**config.mk**
```make
export PLATFORM = sky130hd
export DESIGN_NAME = lru_tracker_param
export DESIGN_NICKNAME = d
export VERILOG_FILES = /design/src/rtl/lru_tracker_param.sv
export SDC_FILE = /design/constraint.sdc
export NUM_CORES = 1
export LEC_CHECK = 0
export ABC_CLOCK_PERIOD_IN_PS = 2300
export CAP_MARGIN = 20
export CORE_UTILIZATION = 49
export DETAILED_ROUTE_END_ITERATION = 7
export PLACE_DENSITY_LB_ADDON = 0.25
export SKIP_CTS_REPAIR_TIMING = 1
export SLEW_MARGIN = 20
export SYNTH_ARGS = -nofsm -noshare
export SYNTH_HDL_FRONTEND = slang
export SYNTH_SLANG_ARGS = --single-unit
```
**constraint.sdc**
```tcl
create_clock -name clk -period 2.3 [get_ports clk]
set_clock_uncertainty 0.15 [all_clocks]
set_input_delay 0.345 -clock clk [delete_from_list [all_inputs] [get_ports clk]]
set_output_delay 0.345 -clock clk [all_outputs]
set_load 0.02 [all_outputs]
```
**src/rtl/lru_tracker_param.sv**
```systemverilog
`default_nettype none
// ============================================================================
// Module   : lru_tracker_param
// Purpose  : Tracks up to N_WAYS resident items out of N_ITEMS request lines
//            and keeps them in least-recently-used order. It drives one
//            occupancy light per item. When a new item arrives and every way
//            is full, the LRU item is evicted. Requests are sampled only on
//            clock edges where the tick enable is high.
//
// Ports    : clk          system clock, rising edge
//            rst          synchronous active-high reset (priority over tick)
//            tick         sample enable for b
//            b            request lines, bit i requests item i
//            l            occupancy lights, bit i set while item i resident
//            hit          1-cycle pulse, accepted request was already resident
//            evict_valid  1-cycle pulse, an item was evicted
//            evict_idx    index of last evicted item (holds between evictions)
//            occ          number of resident items
//            err          1-cycle pulse, request ignored (b not one-hot)
//            hit_cnt      saturating accepted-hit counter   (LRU_STATS_EN)
//            miss_cnt     saturating accepted-miss counter  (LRU_STATS_EN)
//
// Options  : define LRU_STATS_EN to add the hit_cnt / miss_cnt outputs.
//
// Revision : 1.0  initial parametrised release
// ============================================================================
module lru_tracker_param #(
  parameter int N_ITEMS = 5,
  parameter int N_WAYS  = 4,
  parameter int IDX_W   = $clog2(N_ITEMS),
  parameter int OCC_W   = $clog2(N_WAYS + 1)
) (
  input  logic               clk,
  input  logic               rst,
  input  logic               tick,
  input  logic [N_ITEMS-1:0] b,
  output logic [N_ITEMS-1:0] l,
  output logic               hit,
  output logic               evict_valid,
  output logic [IDX_W-1:0]   evict_idx,
  output logic [OCC_W-1:0]   occ,
  output logic               err
`ifdef LRU_STATS_EN
  ,
  output logic [15:0]        hit_cnt,
  output logic [15:0]        miss_cnt
`endif
);

  // --------------------------------------------------------------------------
  // Elaboration-time parameter range checks
  // --------------------------------------------------------------------------
  generate
    if (N_ITEMS < 2 || N_ITEMS > 32) begin : g_bad_items
      $error("lru_tracker_param: N_ITEMS=%0d outside 2..32", N_ITEMS);
    end
    if (N_WAYS < 1 || N_WAYS > N_ITEMS) begin : g_bad_ways
      $error("lru_tracker_param: N_WAYS=%0d outside 1..N_ITEMS", N_WAYS);
    end
  endgenerate

  localparam int                 c_last_way = N_WAYS - 1;
  localparam logic [N_ITEMS-1:0] c_one_item = {{(N_ITEMS-1){1'b0}}, 1'b1};

  // --------------------------------------------------------------------------
  // State: age list (slot 0 = MRU, slot N_WAYS-1 = LRU), lights, outputs
  // --------------------------------------------------------------------------
  logic               r_valid [N_WAYS];
  logic [IDX_W-1:0]   r_idx   [N_WAYS];
  logic [N_ITEMS-1:0] r_l;
  logic [OCC_W-1:0]   r_occ;
  logic               r_hit;
  logic               r_evict_valid;
  logic [IDX_W-1:0]   r_evict_idx;
  logic               r_err;

  // --------------------------------------------------------------------------
  // Request classification
  // --------------------------------------------------------------------------
  logic               w_any;
  logic               w_multi;
  logic               w_accept;
  logic               w_reject;
  logic [IDX_W-1:0]   w_req_idx;

  assign w_any    = |b;
  // Clearing the lowest set bit leaves something only if two or more bits are set.
  assign w_multi  = |(b & (b - c_one_item));
  assign w_accept = tick & w_any & ~w_multi;
  assign w_reject = tick & w_multi;

  always_comb begin : p_encode
    w_req_idx = '0;
    for (int i = 0; i < N_ITEMS; i++) begin
      if (b[i]) begin
        w_req_idx = IDX_W'(i);
      end
    end
  end

  // --------------------------------------------------------------------------
  // Lookup: which slot (if any) holds the requested item
  // --------------------------------------------------------------------------
  logic [N_WAYS-1:0]  w_match;
  logic [N_WAYS-1:0]  w_at_or_below;
  logic               w_hit;
  logic               w_full;

  generate
    for (genvar j = 0; j < N_WAYS; j++) begin : g_match
      assign w_match[j] = r_valid[j] && (r_idx[j] == w_req_idx);
    end
  endgenerate

  // w_at_or_below[j] is set when the hit slot is j or older. On a hit,
  // exactly the slots 1..hit_slot take their younger neighbour's entry;
  // older slots keep their contents.
  always_comb begin : p_age_scan
    logic w_acc;
    w_acc         = 1'b0;
    w_at_or_below = '0;
    for (int j = N_WAYS - 1; j >= 0; j--) begin
      w_acc            = w_acc | w_match[j];
      w_at_or_below[j] = w_acc;
    end
  end

  assign w_hit  = w_at_or_below[0];
  // Valid slots are contiguous from slot 0, so the LRU slot being valid
  // means every way is occupied.
  assign w_full = r_valid[c_last_way];

  // --------------------------------------------------------------------------
  // Next light vector on a miss. A miss can never target the victim, so
  // clearing the victim and setting the new item cannot collide.
  // --------------------------------------------------------------------------
  logic [N_ITEMS-1:0] w_victim_oh;
  logic [N_ITEMS-1:0] w_l_next;

  assign w_victim_oh = c_one_item << r_idx[c_last_way];
  assign w_l_next    = w_full ? ((r_l & ~w_victim_oh) | b) : (r_l | b);

  // --------------------------------------------------------------------------
  // Sequential update
  // --------------------------------------------------------------------------
  always_ff @(posedge clk) begin
    if (rst) begin
      for (int j = 0; j < N_WAYS; j++) begin
        r_valid[j] <= 1'b0;
        r_idx[j]   <= '0;
      end
      r_l           <= '0;
      r_occ         <= '0;
      r_hit         <= 1'b0;
      r_evict_valid <= 1'b0;
      r_evict_idx   <= '0;
      r_err         <= 1'b0;
    end else begin
      // Pulses default low; they are raised only by an accepted tick.
      r_hit         <= 1'b0;
      r_evict_valid <= 1'b0;
      r_err         <= w_reject;

      if (w_accept) begin
        // Requested item always becomes MRU.
        r_valid[0] <= 1'b1;
        r_idx[0]   <= w_req_idx;

        // A miss shifts the whole list (the old LRU falls off the end);
        // a hit shifts only the slots younger than the hit position.
        for (int j = 1; j < N_WAYS; j++) begin
          if (!w_hit || w_at_or_below[j]) begin
            r_valid[j] <= r_valid[j-1];
            r_idx[j]   <= r_idx[j-1];
          end
        end

        if (w_hit) begin
          r_hit <= 1'b1;
        end else begin
          r_l <= w_l_next;
          if (w_full) begin
            r_evict_valid <= 1'b1;
            r_evict_idx   <= r_idx[c_last_way];
          end else begin
            r_occ <= r_occ + OCC_W'(1);
          end
        end
      end
    end
  end

  assign l           = r_l;
  assign occ         = r_occ;
  assign hit         = r_hit;
  assign evict_valid = r_evict_valid;
  assign evict_idx   = r_evict_idx;
  assign err         = r_err;

  // --------------------------------------------------------------------------
  // Optional saturating hit / miss statistics
  // --------------------------------------------------------------------------
`ifdef LRU_STATS_EN
  logic [15:0] r_hit_cnt;
  logic [15:0] r_miss_cnt;

  always_ff @(posedge clk) begin
    if (rst) begin
      r_hit_cnt  <= '0;
      r_miss_cnt <= '0;
    end else if (w_accept) begin
      if (w_hit) begin
        if (r_hit_cnt != 16'hFFFF) begin
          r_hit_cnt <= r_hit_cnt + 16'd1;
        end
      end else begin
        if (r_miss_cnt != 16'hFFFF) begin
          r_miss_cnt <= r_miss_cnt + 16'd1;
        end
      end
    end
  end

  assign hit_cnt  = r_hit_cnt;
  assign miss_cnt = r_miss_cnt;
`else
  // Statistics counters are not built in this configuration.
`endif

endmodule
`default_nettype wire

```
### Word level (Yosys, flattened, before mapping)

Memory sizes are Yosys's and may differ from the RTL's.
Index checks and enable logic that the tools add are counted.

* logic and storage cells: 85
* memories kept: 2
* register bits after elaboration: 14
* input bits: 8
* output and inout bits: 14
* RAM bits: 16

Memory list
* r_idx: depth 4, bits a word 3, read ports 4, clocked after memory_dff 0, wr ports 4, line 69 `logic [IDX_W-1:0] r_idx [N_WAYS];`
* r_valid: depth 4, bits a word 1, read ports 4, clocked after memory_dff 0, wr ports 4, line 68 `logic r_valid [N_WAYS];`

* shifts and indexed selects: 1
* eq/ne operators: 4
* bitwise logic cells: 23
* reductions and logical operators: 15
* add/sub/neg operators: 2
* multiplexer cells: 32

Operator list (number)
* $mux 1: 24
* $mux 3: 6
* $eq 3x3->1: 4
* $or 1x1->1: 11
* $and 5x5->5: 2
* $or 5x5->5: 2
* $reduce_or 5->1: 2
* $reduce_and 3->1: 2
* $mux 5: 1
* $not 5->5: 1
* $shl 1x3->5 const A: 1
* $sub 5x1->5 const B: 1
* $logic_and 1x1->1: 4
* $not 1->1: 4
* $add 3x1->3 const B: 1
* $and 1x1->1: 3
* $logic_or 1x1->1: 3
* $reduce_or 3->1: 1
* $mux 2: 1
* $reduce_and 2->1: 1
* $reduce_or 2->1: 1
* $logic_not 1->1: 1

### Depth between registers and ports, before layout

* depth in word-level cells: 16
* depth in mapped cells: 8
* mapped depth without buffers: 6

### Worst setup path before layout

Ideal clock, no wire load.

* path type: input port to flip-flop
* start: input b[2]
* end: memory r_idx[2][0] (netlist bit) (enable)
* path slack: 0.089 ns
* arrival time: 1.696 ns
* stages on the path: 6
* required time: 1.785 ns
* setup time: 0.365 ns
* buffers on the path: 0
* cell sequence: nand2b_4 -> a21oi_4 -> xnor2_1 -> a32oi_2 -> a21oi_1 -> a21boi_0

RTL lines
* start, declared: line 36 `input logic [N_ITEMS-1:0] b,`
* end, declared: line 69

### Worst setup path after layout

* start: input b[0]
* end: register r_occ[0] (netlist: occ[0])

* longest elaborated chain between the ends: 6
* elaborated cells between the ends (all ways): 8
* classes of those cells: 1 x add/sub; 4 x bitwise; 3 x reduce/logical

RTL lines
* $sub 5x1->5: line 88 `assign w_multi = |(b & (b - c_one_item));`
* $and 5x5->5: line 88
* $reduce_or 5->1: line 88
* $not 1->1: line 89 `assign w_accept = tick & w_any & ~w_multi;`
* $and 1x1->1 (*): line 89
* $reduce_and 3->1 (no source line) (*)
* end signal, assigned: line 186 `r_occ <= r_occ + OCC_W'(1);`
* end, declared: line 71 `logic [OCC_W-1:0] r_occ;`

Mark *: on every way between the ends. The rest lies on a longest branch, timed or not.
A chain may end at the register's enable or synchronous reset.

==> impl_metrics.yaml <==
synthesis:
  synthMostInstantiatedCell: "nand2b_1"
  yosysTopAreaCell: "edfxtp_1"
  ys_async_sr_fraction: 0
  synthTopCellsByArea: "edfxtp_1 26%, dfxtp_1 17%, nand2b_1 6.1%"
  synth_edf_count: 15
  seq_area_frac_synth: 0.4286
  synth.distinct_cells: 51
  synth_nets: 178
  dominantRegCellSynth: "edfxtp_1"
  ys_ff_latch: 30
  synth_commonest_cells: "17 x nand2b_1, 15 x dfxtp_1, 15 x edfxtp_1"
  synthCells: 169
  post-synth-top-area-fraction: 0.2571
  yosysWarnings: 0
  postSynthAreaPerCell_um2: 10.36
  syn_area_mm2: 0.001752
global_route:
  grt_util_all_layers: 0.2387
  grt_pass1_wl_um: 6437
  grt_max_degree: 24
  overflow: 0
  antenna_found_initial: 0
  use_met2: 0.3963
  use_met1: 0.2898
  grt_pass1_vias: 1384
  grt-busiest-layer: "met2"
  use_met3: 0.06418
cells_and_area:
  synthToLayoutAreaGrowth_pct: 30.29
  final_nets: 226
  num_antenna_cells: 0
  postLayoutCoreUtil: 0.6733
  layout-drive-gt1-share: 0.2890
sta:
  max_slew_margin: 0.7348
  hold_slack_ps: 342.0
  hold_viol: 0
  fmax_mhz: 464.3
  rsz0062_at_grt: "no"
  period_share: 0.9363
  tightest_slew_ps: 394.5
  period_minus_slack_ps: 2154
  finalSetupViolCount: 0
  drv_slew: 0
setup_path:
  rr_worst_depth: 6
  critPathLaunchType: "input port"
  worstPathArrival_ps: 2230
  critical_path_class: "input port to flip-flop"
  endpoint_kind: "flip-flop"
  critPathMaxFanout: 7
  required_ps: 2380
route:
  drtPass1Iterations: 6
  wl_per_cell_um: 15.60
  route.detailed.drc: 0
  dr_total_vias: 1425
  drt-initial-drc-count: 83
  ant_nets: 0
  drt_wl_total_um: 4118
  vias_per_cell: 5.398
cts:
  path_clk_slew_ps: 90
  insertion_delay_ps: 330
  cts_root_buf: "clkbuf_4"
  h-tree-depth: 2
  cts.sinks: 30
  cts_tree: "built"
  numCtsBuffers: 5
  cts_buffer_depth: 2
placement:
  place_hpwl_um: 3092
  place_congestion: 0.8509
  io_buffers: 21
flow_run:
  cap_violations: 0
min_path:
  worst_hold_path.num_cells: 2
  hold_path_class: "flip-flop to flip-flop"
power:
  p_leak_nw: 0.9264
  power_density_mw_per_mm2: 529.2
  ir_drop_uv: 371.0
die:
  io_pins: 22
  rows: 21
  die_area_mm2: 0.003818
  core-area_mm2: 0.003390
  die_y_um: 61.79
  start_util: 0.5168
  die_w_um: 61.79
outcome:
  status: "completed"
[flip-flops by register name, indices dropped and copies added (netlist names)]
signal,flops
evict_valid,1
err,1
r_idx,12
occ,3
hit,1
l,5
r_valid,4
evict_idx,3
[per-stage QoR]
step	setup TNS, ps	area (µm²)	power (mW)	cells	setup WS, ps
6_report	0	2282	1.208	264	146.4
4_1_cts	-1425	2215	1.194	263	-161.0
3_3_place_gp	-10820	2155	0.8573	255	-419.2
2_1_floorplan	0	1752	0.7660	169	88.87
5_1_grt	0	2282	1.256	264	14.95
3_5_place_dp	-14860	2155	0.8677	255	-532.6
[report_power, final]
| part | internal, mW | total [mW] | switching (mW) |
|---|---|---|---|
| clock network | 0.148 | 0.336 | 0.188 |
| logic | 0.122 | 0.251 | 0.130 |
| registers | 0.593 | 0.621 | 0.0277 |
| total | 0.863 | 1.21 | 0.345 |
[worst max-delay path, stage by stage]
cell             delay [ps]
clkdlybuf4s50_1         520
buf_4                   140
xor2_1                  140
o211ai_1                130
buf_4                   160
a21oi_2                 170
buf_6                   160
nand4_1                 140
mux2_1                  330
[layout by cell type (no fill, tap or decap), drive strengths merged, types with 3 or more instances in the layout]
cell type,n
xnor2,5
nand3b,3
a21oi,8
nand4,3
and2,5
nor4,5
nor3b,4
and3,6
clkdlybuf4s50,17
nand3,3
nand2b,18
nor3,3
edfxtp,15
nor2,12
mux2i,7
clkbuf,7
nand2,7
o31ai,4
o32ai,5
buf,28
dfxtp,15
dlymetal6s2s,4
inv,12
[cell families (layout without fill, tap and decap cells)]
| group | count (synthesis) | in the layout | share of synthesized area |
|---|---|---|---|
| DFF | 30 | 30 | 0.4286 |
| adders and majority gates | 2 | 2 | 0.01286 |
| AOI/OAI and AO/OA | 30 | 30 | 0.1636 |
| and+or+nand+nor | 73 | 73 | 0.2543 |
| buffers and inverters | 20 | 69 | 0.06428 |
| muxes | 8 | 8 | 0.04643 |
| xor gates and xnor gates | 6 | 6 | 0.03000 |
[final cells by class]
type / instances / area [µm²]
multi-input combinational: 119 / 927.1
timing repair buffer: 49 / 441.7
sequential: 30 / 750.7
tap: 46 / 57.56
clock buffer: 7 / 55.05
inverter: 12 / 45.04
fill: 261 / 1107
clock inverter: 1 / 5.005
[final timing paths]
check / startpoint / to / slack (ps)
max: b[0] / occ[0]$_SDFFE_PP0P_ / 150
min: evict_idx[2]$_SDFFE_PP0P_ / evict_idx[2]$_SDFFE_PP0P_ / 340
max reg2reg: r_idx[2][1]$_SDFFCE_PN0P_ / r_idx[1][2]$_SDFFCE_PN0P_ / 270
min reg2reg: evict_idx[2]$_SDFFE_PP0P_ / evict_idx[2]$_SDFFE_PP0P_ / 340
[metal layers]
layer / vias to the layer above / part of all wire
met1: 685 / 0.46
met3: 7 / 0.031
met2: 27 / 0.49
met5: - / 0
li1: 706 / -
met4: 0 / 0.022
No activity file was read; power rests on OpenSTA's default activity.
